**src/rtl/mac_gs_pkg.sv**
```systemverilog
// rtl/mac_gs_pkg.sv - shared jump codes, fetch FSM states and instruction field helpers
package mac_gs_pkg;

  localparam logic [2:0] JC_IDLE = 3'd0;
  localparam logic [2:0] JC_EQZ  = 3'd1;
  localparam logic [2:0] JC_NEZ  = 3'd2;
  localparam logic [2:0] JC_TEQZ = 3'd3;
  localparam logic [2:0] JC_TNEZ = 3'd4;
  localparam logic [2:0] JC_JUMP = 3'd5;
  localparam logic [2:0] JC_DB   = 3'd6;

  localparam logic [15:0] NOP_INSTR = 16'h0800;

  // Immediate field positions: conditional branches use [7:0], DB uses [10:0]
  localparam int BR_OFF_MSB = 7;
  localparam int DB_OFF_MSB = 10;

  typedef enum logic [1:0] {
    ST_RST_WAIT,
    ST_FETCH,
    ST_ISSUE,
    ST_RESOLVE
  } fetch_state_t;

  function automatic logic [15:0] sext_br(input logic [15:0] instr);
    return {{(15 - BR_OFF_MSB){instr[BR_OFF_MSB]}}, instr[BR_OFF_MSB:0]};
  endfunction

  function automatic logic [15:0] sext_db(input logic [15:0] instr);
    return {{(15 - DB_OFF_MSB){instr[DB_OFF_MSB]}}, instr[DB_OFF_MSB:0]};
  endfunction

endpackage

```
**src/rtl/branch_target.sv**
```systemverilog
// rtl/branch_target.sv - combinational next-PC selection from the decoder's jump control
module branch_target
  import mac_gs_pkg::*;
(
  input  logic [15:0] pc,
  input  logic [15:0] instr,
  input  logic [2:0]  jumpControl,
  input  logic [15:0] reg_operand,
  input  logic        t_flag,
  output logic [15:0] next_pc
);

  logic [15:0] seq;
  logic [15:0] br_target;
  logic [15:0] db_target;
  logic        reg_zero;

  assign seq       = pc + 16'd1;
  assign br_target = seq + sext_br(instr);
  assign db_target = seq + sext_db(instr);
  assign reg_zero  = (reg_operand == 16'h0000);

  // Pick the next PC; unknown code 7 falls through to sequential like IDLE
  always_comb begin
    next_pc = seq;
    case (jumpControl)
      JC_EQZ:  next_pc = reg_zero ? br_target : seq;
      JC_NEZ:  next_pc = reg_zero ? seq : br_target;
      JC_TEQZ: next_pc = t_flag ? seq : br_target;
      JC_TNEZ: next_pc = t_flag ? br_target : seq;
      JC_JUMP: next_pc = reg_operand;
      JC_DB:   next_pc = db_target;
      default: next_pc = seq;
    endcase
  end

endmodule

```
**src/rtl/instruction_fetch.sv**
```systemverilog
// rtl/instruction_fetch.sv - multi-cycle fetch FSM and PC owner feeding the instruction decoder
module instruction_fetch
  import mac_gs_pkg::*;
#(
  parameter logic [15:0] RESET_PC = 16'h0000
) (
  input  logic        clk,
  input  logic        rst,
  output logic [15:0] imem_addr,
  output logic        imem_req,
  input  logic        imem_ack,
  input  logic [15:0] imem_rdata,
  output logic [15:0] instruction,
  output logic        instr_valid,
  output logic [15:0] pc_out,
  input  logic        stall,
  input  logic [2:0]  jumpControl,
  input  logic [15:0] reg_operand,
  input  logic        t_flag
);

  fetch_state_t state;
  logic [15:0]  pc;
  logic [15:0]  instr_q;
  logic [15:0]  pc_q;
  logic         req_q;
  logic         valid_q;
  logic [15:0]  next_pc;

  branch_target u_branch_target (
    .pc          (pc),
    .instr       (instr_q),
    .jumpControl (jumpControl),
    .reg_operand (reg_operand),
    .t_flag      (t_flag),
    .next_pc     (next_pc)
  );

  // pc only moves in RESOLVE, so the address is stable for the whole request
  assign imem_addr   = pc;
  assign imem_req    = req_q;
  assign instruction = instr_q;
  assign instr_valid = valid_q;
  assign pc_out      = pc_q;

  // Fetch sequencer: the instruction register only loads on FETCH->ISSUE
  always_ff @(posedge clk or posedge rst) begin
    if (rst) begin
      state   <= ST_RST_WAIT;
      pc      <= RESET_PC;
      instr_q <= NOP_INSTR;
      pc_q    <= RESET_PC;
      req_q   <= 1'b0;
      valid_q <= 1'b0;
    end else begin
      case (state)
        ST_RST_WAIT: begin
          req_q <= 1'b1;
          state <= ST_FETCH;
        end
        ST_FETCH: begin
          if (imem_ack) begin
            instr_q <= imem_rdata;
            pc_q    <= pc;
            req_q   <= 1'b0;
            valid_q <= 1'b1;
            state   <= ST_ISSUE;
          end
        end
        ST_ISSUE: begin
          if (!stall) begin
            valid_q <= 1'b0;
            state   <= ST_RESOLVE;
          end
        end
        ST_RESOLVE: begin
          pc    <= next_pc;
          req_q <= 1'b1;
          state <= ST_FETCH;
        end
        default: begin
          req_q   <= 1'b0;
          valid_q <= 1'b0;
          state   <= ST_RST_WAIT;
        end
      endcase
    end
  end

endmodule
```
**config.mk**
```make
export PLATFORM = sky130hd
export DESIGN_NAME = instruction_fetch
export DESIGN_NICKNAME = d
export VERILOG_FILES = /design/src/rtl/mac_gs_pkg.sv /design/src/rtl/branch_target.sv /design/src/rtl/instruction_fetch.sv
export SDC_FILE = /design/constraint.sdc
export NUM_CORES = 1
export LEC_CHECK = 0
export BUFFER_PORTS_ARGS = -buffer_cell sky130_fd_sc_hd__clkbuf_2
export CAP_MARGIN = 5
export CORE_UTILIZATION = 40
export CTS_CLUSTER_DIAMETER = 150
export DETAILED_ROUTE_END_ITERATION = 10
export PLACE_DENSITY = 0.64
export SKIP_LAST_GASP = 1
export SLEW_MARGIN = 30
export SYNTH_ARGS = -nofsm -noshare
export SYNTH_HDL_FRONTEND = slang
export SYNTH_SLANG_ARGS = --single-unit
```
**constraint.sdc**
```tcl
create_clock -name clk -period 3.8 [get_ports clk]
set_input_delay 0.76 -clock clk [delete_from_list [all_inputs] [get_ports clk]]
set_output_delay 0.76 -clock clk [all_outputs]
set_load 0.1 [all_outputs]
```
## After elaboration in Yosys (flattened, before gate mapping)

Index checks and enable logic that the tools add are counted.

| cells by class | value |
|---|---|
| eq/ne operators | 11 |
| reductions and logical operators | 9 |
| mux-type cells | 13 |
| add/subtract/negate cells | 3 |

Operators with widths:

| cell | count |
|---|---|
| one-hot mux 16 bit (6 select lines) | 1 |
| two-way mux 16 bit | 4 |
| adder 16 bit | 2 |
| adder 16 x 1 -> 16 bit, second input constant | 1 |
| logical NOT 16 bit | 1 |
| == test 3 bit, second input constant | 3 |
| == test 3 x 2 -> 1 bit, second input constant | 2 |
| one-hot mux 2 bit (3 select lines) | 1 |
| AND reduction 2 bit | 3 |
| == test 2 bit, second input constant | 2 |
| two-way mux 2 bit | 2 |
| inequality test 2 bit, second input constant | 2 |
| one-hot mux 1 bit (2 select lines) | 2 |
| nonzero test 2 bit | 2 |
| == test 3 x 1 -> 1 bit, second input constant | 1 |
| two-way mux 1 bit | 3 |
| AND reduction 3 bit | 1 |
| == test 2 x 1 -> 1 bit, second input constant | 1 |
| logical NOT 2 bit | 1 |
| OR reduction 2 bit | 1 |

| storage, ports and cells | value |
|---|---|
| word-level logic and storage cells | 42 |
| bits in registers | 52 |
| input port bits | 40 |

## Depth between registers and ports, before layout

| depth | value |
|---|---|
| depth in word-level cells | 4 |
| depth in mapped cells | 14 |
| mapped depth without buffers | 13 |

## Modules after synthesis

From an unflattened synthesis, not the netlist that was laid out.

| unflattened totals | value |
|---|---|
| cells, all modules | 394 |
| area, all modules | 3997.6 um^2 |

Modules (own cells, without submodules):

| module | cells each | area each (um^2) | sequential area each (um^2) | times used |
|---|---|---|---|---|
| instruction_fetch | 125 | 2130.8 | 1302.5 | 1 |
| branch_target | 269 | 1866.8 | 0.0 | 1 |

## Worst setup path before layout

Ideal clock, no wire load.

| timing | value |
|---|---|
| path type | reg-to-reg |
| start | register pc[2], in the netlist imem_addr[2] |
| end | register pc[15], in the netlist imem_addr[15] |
| setup slack | 0.066 ns |
| path buffers | 0 |
| data required time | 3.666 ns |
| arrival | 3.601 ns |
| cell stages (with the launch flop) | 13 |
| path through | dfrtp_1 and3_4 nand3_1 nor2_1 nand3_1 xnor2_1 ha_1 a21o_1 a211o_1 a21oi_1 o21ai_0 a221oi_1 a31oi_1 |

| between the ends | value |
|---|---|
| word-level cells in the longest chain between the ends | 4 |

RTL lines:

| element | RTL line | source |
|---|---|---|
| from (decl) | instruction_fetch.sv:23 | `logic [15:0] pc;` |
| from (signal assigned) | instruction_fetch.sv:77 | `pc <= next_pc;` |
| adder 16 x 1 -> 16 bit (*) | branch_target.sv:18 | `assign seq = pc + 16'd1;` |
| adder 16 bit | branch_target.sv:19 | `assign br_target = seq + sext_br(instr);` |
| two-way mux 16 bit, on equally long branches | -- |  |
| one-hot mux 16 bit (6 select lines) (*) | branch_target.sv:26 | `case (jumpControl)` |

Mark *: on every way between the ends. The rest lies on a longest branch, timed or not.
A chain may end at the register's enable or synchronous reset.

## Worst setup path after layout

| timing | value |
|---|---|
| start | register pc[2], in the netlist imem_addr[2] |
| end | register pc[14], in the netlist imem_addr[14] |

Same word-level chain as after synthesis.

==> flow_summary.toml <==
[status]
status = "complete, no violations"

[clocking]
clk_latency_ns = 0.31
clockBufferDepth = 2
root_buffer = "clkbuf_8"
cts.clk_slew.worst_paths_ns = 0.10
hold_buffers = 0
cts-htree-levels = 2
cts_tree = "built"
cts_setup_buffers = 0
cts_made_buffers = 5
clock_sinks = 52
cts.repair.resized = 0

[timing]
worst_pin_slew_ns = 0.7789
skew_ns = 0.008681
hold_viol_final = 0
max_freq_mhz = 288.8
setup_tns_ns = 0
drv_slew = 0
period_needed_ns = 3.462
max_slew_margin_pct = 47.53
finalCritPeriodShare_pct = 91.11
fin_ws_ns = 0.3377
hold_slack_ns = 0.4941
rsz0062_at_grt = "no"
setup_viol = 0

[grt]
grt_antenna_before_repair = 0
grt_overflow = 0
track_usage_pct = 21.11
grt_max_degree = 43
first_global_vias = 3396
grt_pass1_wl_um = 17130

[drt]
first_pass_iters = 7
post_drt_wl_per_cell_um = 16.09
drcViolationCount = 0
first_iter_violations = 315
vias_per_cell = 5.694
drtAntennaViolNets = 0
wl_um = 10690
vias = 3781

[min_path]
hold_class = "flip-flop to flip-flop"
holdPathStages = 2
worstHoldEndpoint = "pc_out[0]"
worstHoldStart = "pc_out[0]"

[yosys]
synth_top_area_share_pct = 31.88
synthArstFlopShare_pct = 100.0
synth.most_common_cell = "nand2_1"
synth_edf_count = 0
synthTopCellsByCount = "nand2_1 (63), dfrtp_1 (51), nor2_1 (39), mux2_2 (31), ha_1 (29)"
synth.area.top_cells = "dfrtp_1 (32%), ha_1 (9.1%), mux2_2 (8.7%)"
ys_seq_area_share_pct = 32.54
syn_area_mm2 = 0.004003
synth_fp_nets = 520
synth_warnings = 0
synthFlopType = "dfrtp_1"
synth_area_leader_cell = "dfrtp_1"
ys_seq_elements = 52
avgSynthCellArea_um2 = 8.895
ys_types = 57
postSynthCellCount = 450

[floorplanning]
core_area_mm2 = 0.009729
dieArea_mm2 = 0.01041
initial_core_util_pct = 41.14
die_height_um = 102.0
io_pins = 90
die_w_um = 102.0
rows = 36

[critical_path]
rrSetupSlack_ns = 0.34
reg2reg_depth = 13
cp.arrival_ns = 3.65
required_ns = 3.98
path_class = "flip-flop to flip-flop"
rr_startpoint = "imem_addr[2]"
critPathMaxFanout = 7
cp-start-kind = "flip-flop"
r2r-end = "imem_addr[14]"
critPathCaptureType = "flip-flop"

[place]
hpwlAfterDp_um = 8166
pre_cts_slack_ns = 0.3918
place.gp.congestion = 0.9878
io_buffer_count = 89

[final_layout]
final_util_pct = 47.81
area_growth_pct = 16.22
num_antenna_cells = 0
fillers = 987
drive_above_1_share_pct = 26.55
final_nets = 600

[run]
cap_violations = 0
cells in the final DEF, fill, tap and decap left out, types with 3 or more instances in the layout:
master / count
clkbuf_2: 89
a41oi_1: 5
a21oi_1: 24
nand4_1: 9
nor4_1: 4
nor2b_1: 3
clkbuf_8: 5
nand2b_1: 5
inv_1: 11
mux2_2: 31
and3_1: 5
a21o_1: 8
a211oi_1: 5
nor3b_1: 4
o21a_1: 3
dfrtp_1: 51
o21ai_0: 22
nand3_1: 15
xor2_1: 10
and2_1: 5
nor2_1: 38
a221oi_1: 7
a31oi_1: 7
o31ai_1: 3
buf_4: 3
xnor2_1: 19
nand2_1: 63
o2111ai_1: 4
ha_1: 29
worst max path at each step:
stage	cells past startpoint	start	slack [ns]	to
floorplan	12	imem_addr[2]	0.07	imem_addr[15]
global placement	12	imem_addr[2]	0.49	imem_addr[15]
detailed placement	12	imem_addr[2]	0.39	imem_addr[15]
CTS	12	imem_addr[2]	0.35	imem_addr[15]
global route	13	imem_addr[2]	0.05	imem_addr[15]
finish	13	imem_addr[2]	0.34	imem_addr[14]
worst max-delay path, stage by stage (launching register included):
cell	delay (ns)
dfrtp_1	0.49
and3_4	0.26
nand3_1	0.18
nor2_2	0.23
nand3_1	0.12
xnor2_1	0.45
ha_1	0.43
nand4_1	0.17
nor2_1	0.07
a211oi_1	0.25
o21ai_0	0.16
xnor2_1	0.16
a221oi_1	0.24
a31oi_1	0.12
cell families (layout without fill, tap and decap cells):
group                      after synthesis  after routing  synth area share (%)
muxes                                   33             33                 9.222
DFF                                     52             52                 32.54
and+or+nand+nor                        164            164                 19.76
adders and majority gates               30             30                 9.566
AOI/OAI and AO/OA                      109            109                 18.44
xor gates and xnor gates                31             31                 7.471
buffers and inverters                   31            112                 3.001
layer usage:
metal  routed length, µm  part of all wire [%]  up-vias  global-route usage, %
met5                   0                     0        -                      0
met4                  99                  0.93        0                  4.176
met3                 575                   5.4       10                  2.804
met2                4920                    46      147                  34.23
met1                5091                    48     1821                  30.16
li1                    -                     -     1803                      -
layout make-up:
cell class / count / area (µm²) / share of cell area (%)
Tap cell: 133 / 166.4 / 3.577
Multi-Input combinational cell: 367 / 2582 / 55.51
Sequential cell: 52 / 1303 / 28.00
Clock buffer: 6 / 72.57 / 1.560
Timing Repair Buffer: 92 / 467.9 / 10.06
Inverter: 12 / 46.29 / 0.9952
Clock inverter: 2 / 13.76 / 0.2959
per-stage QoR:
stage	area, µm²	std cells
3_5_place_dp	4562	656
5_1_grt	4652	664
4_1_cts	4648	664
2_1_floorplan	4003	450
6_report	4652	664
3_3_place_gp	4562	656
registers in the layout, summed over array words and instances (netlist names):
| signal | count |
|---|---|
| imem_addr | 16 |
| imem_req | 1 |
| instr_valid | 1 |
| instruction | 16 |
| pc_out | 16 |
| state | 2 |
Power is not shown: default switching activity piles up to over one toggle a cycle in this logic, so the estimate is an artifact.
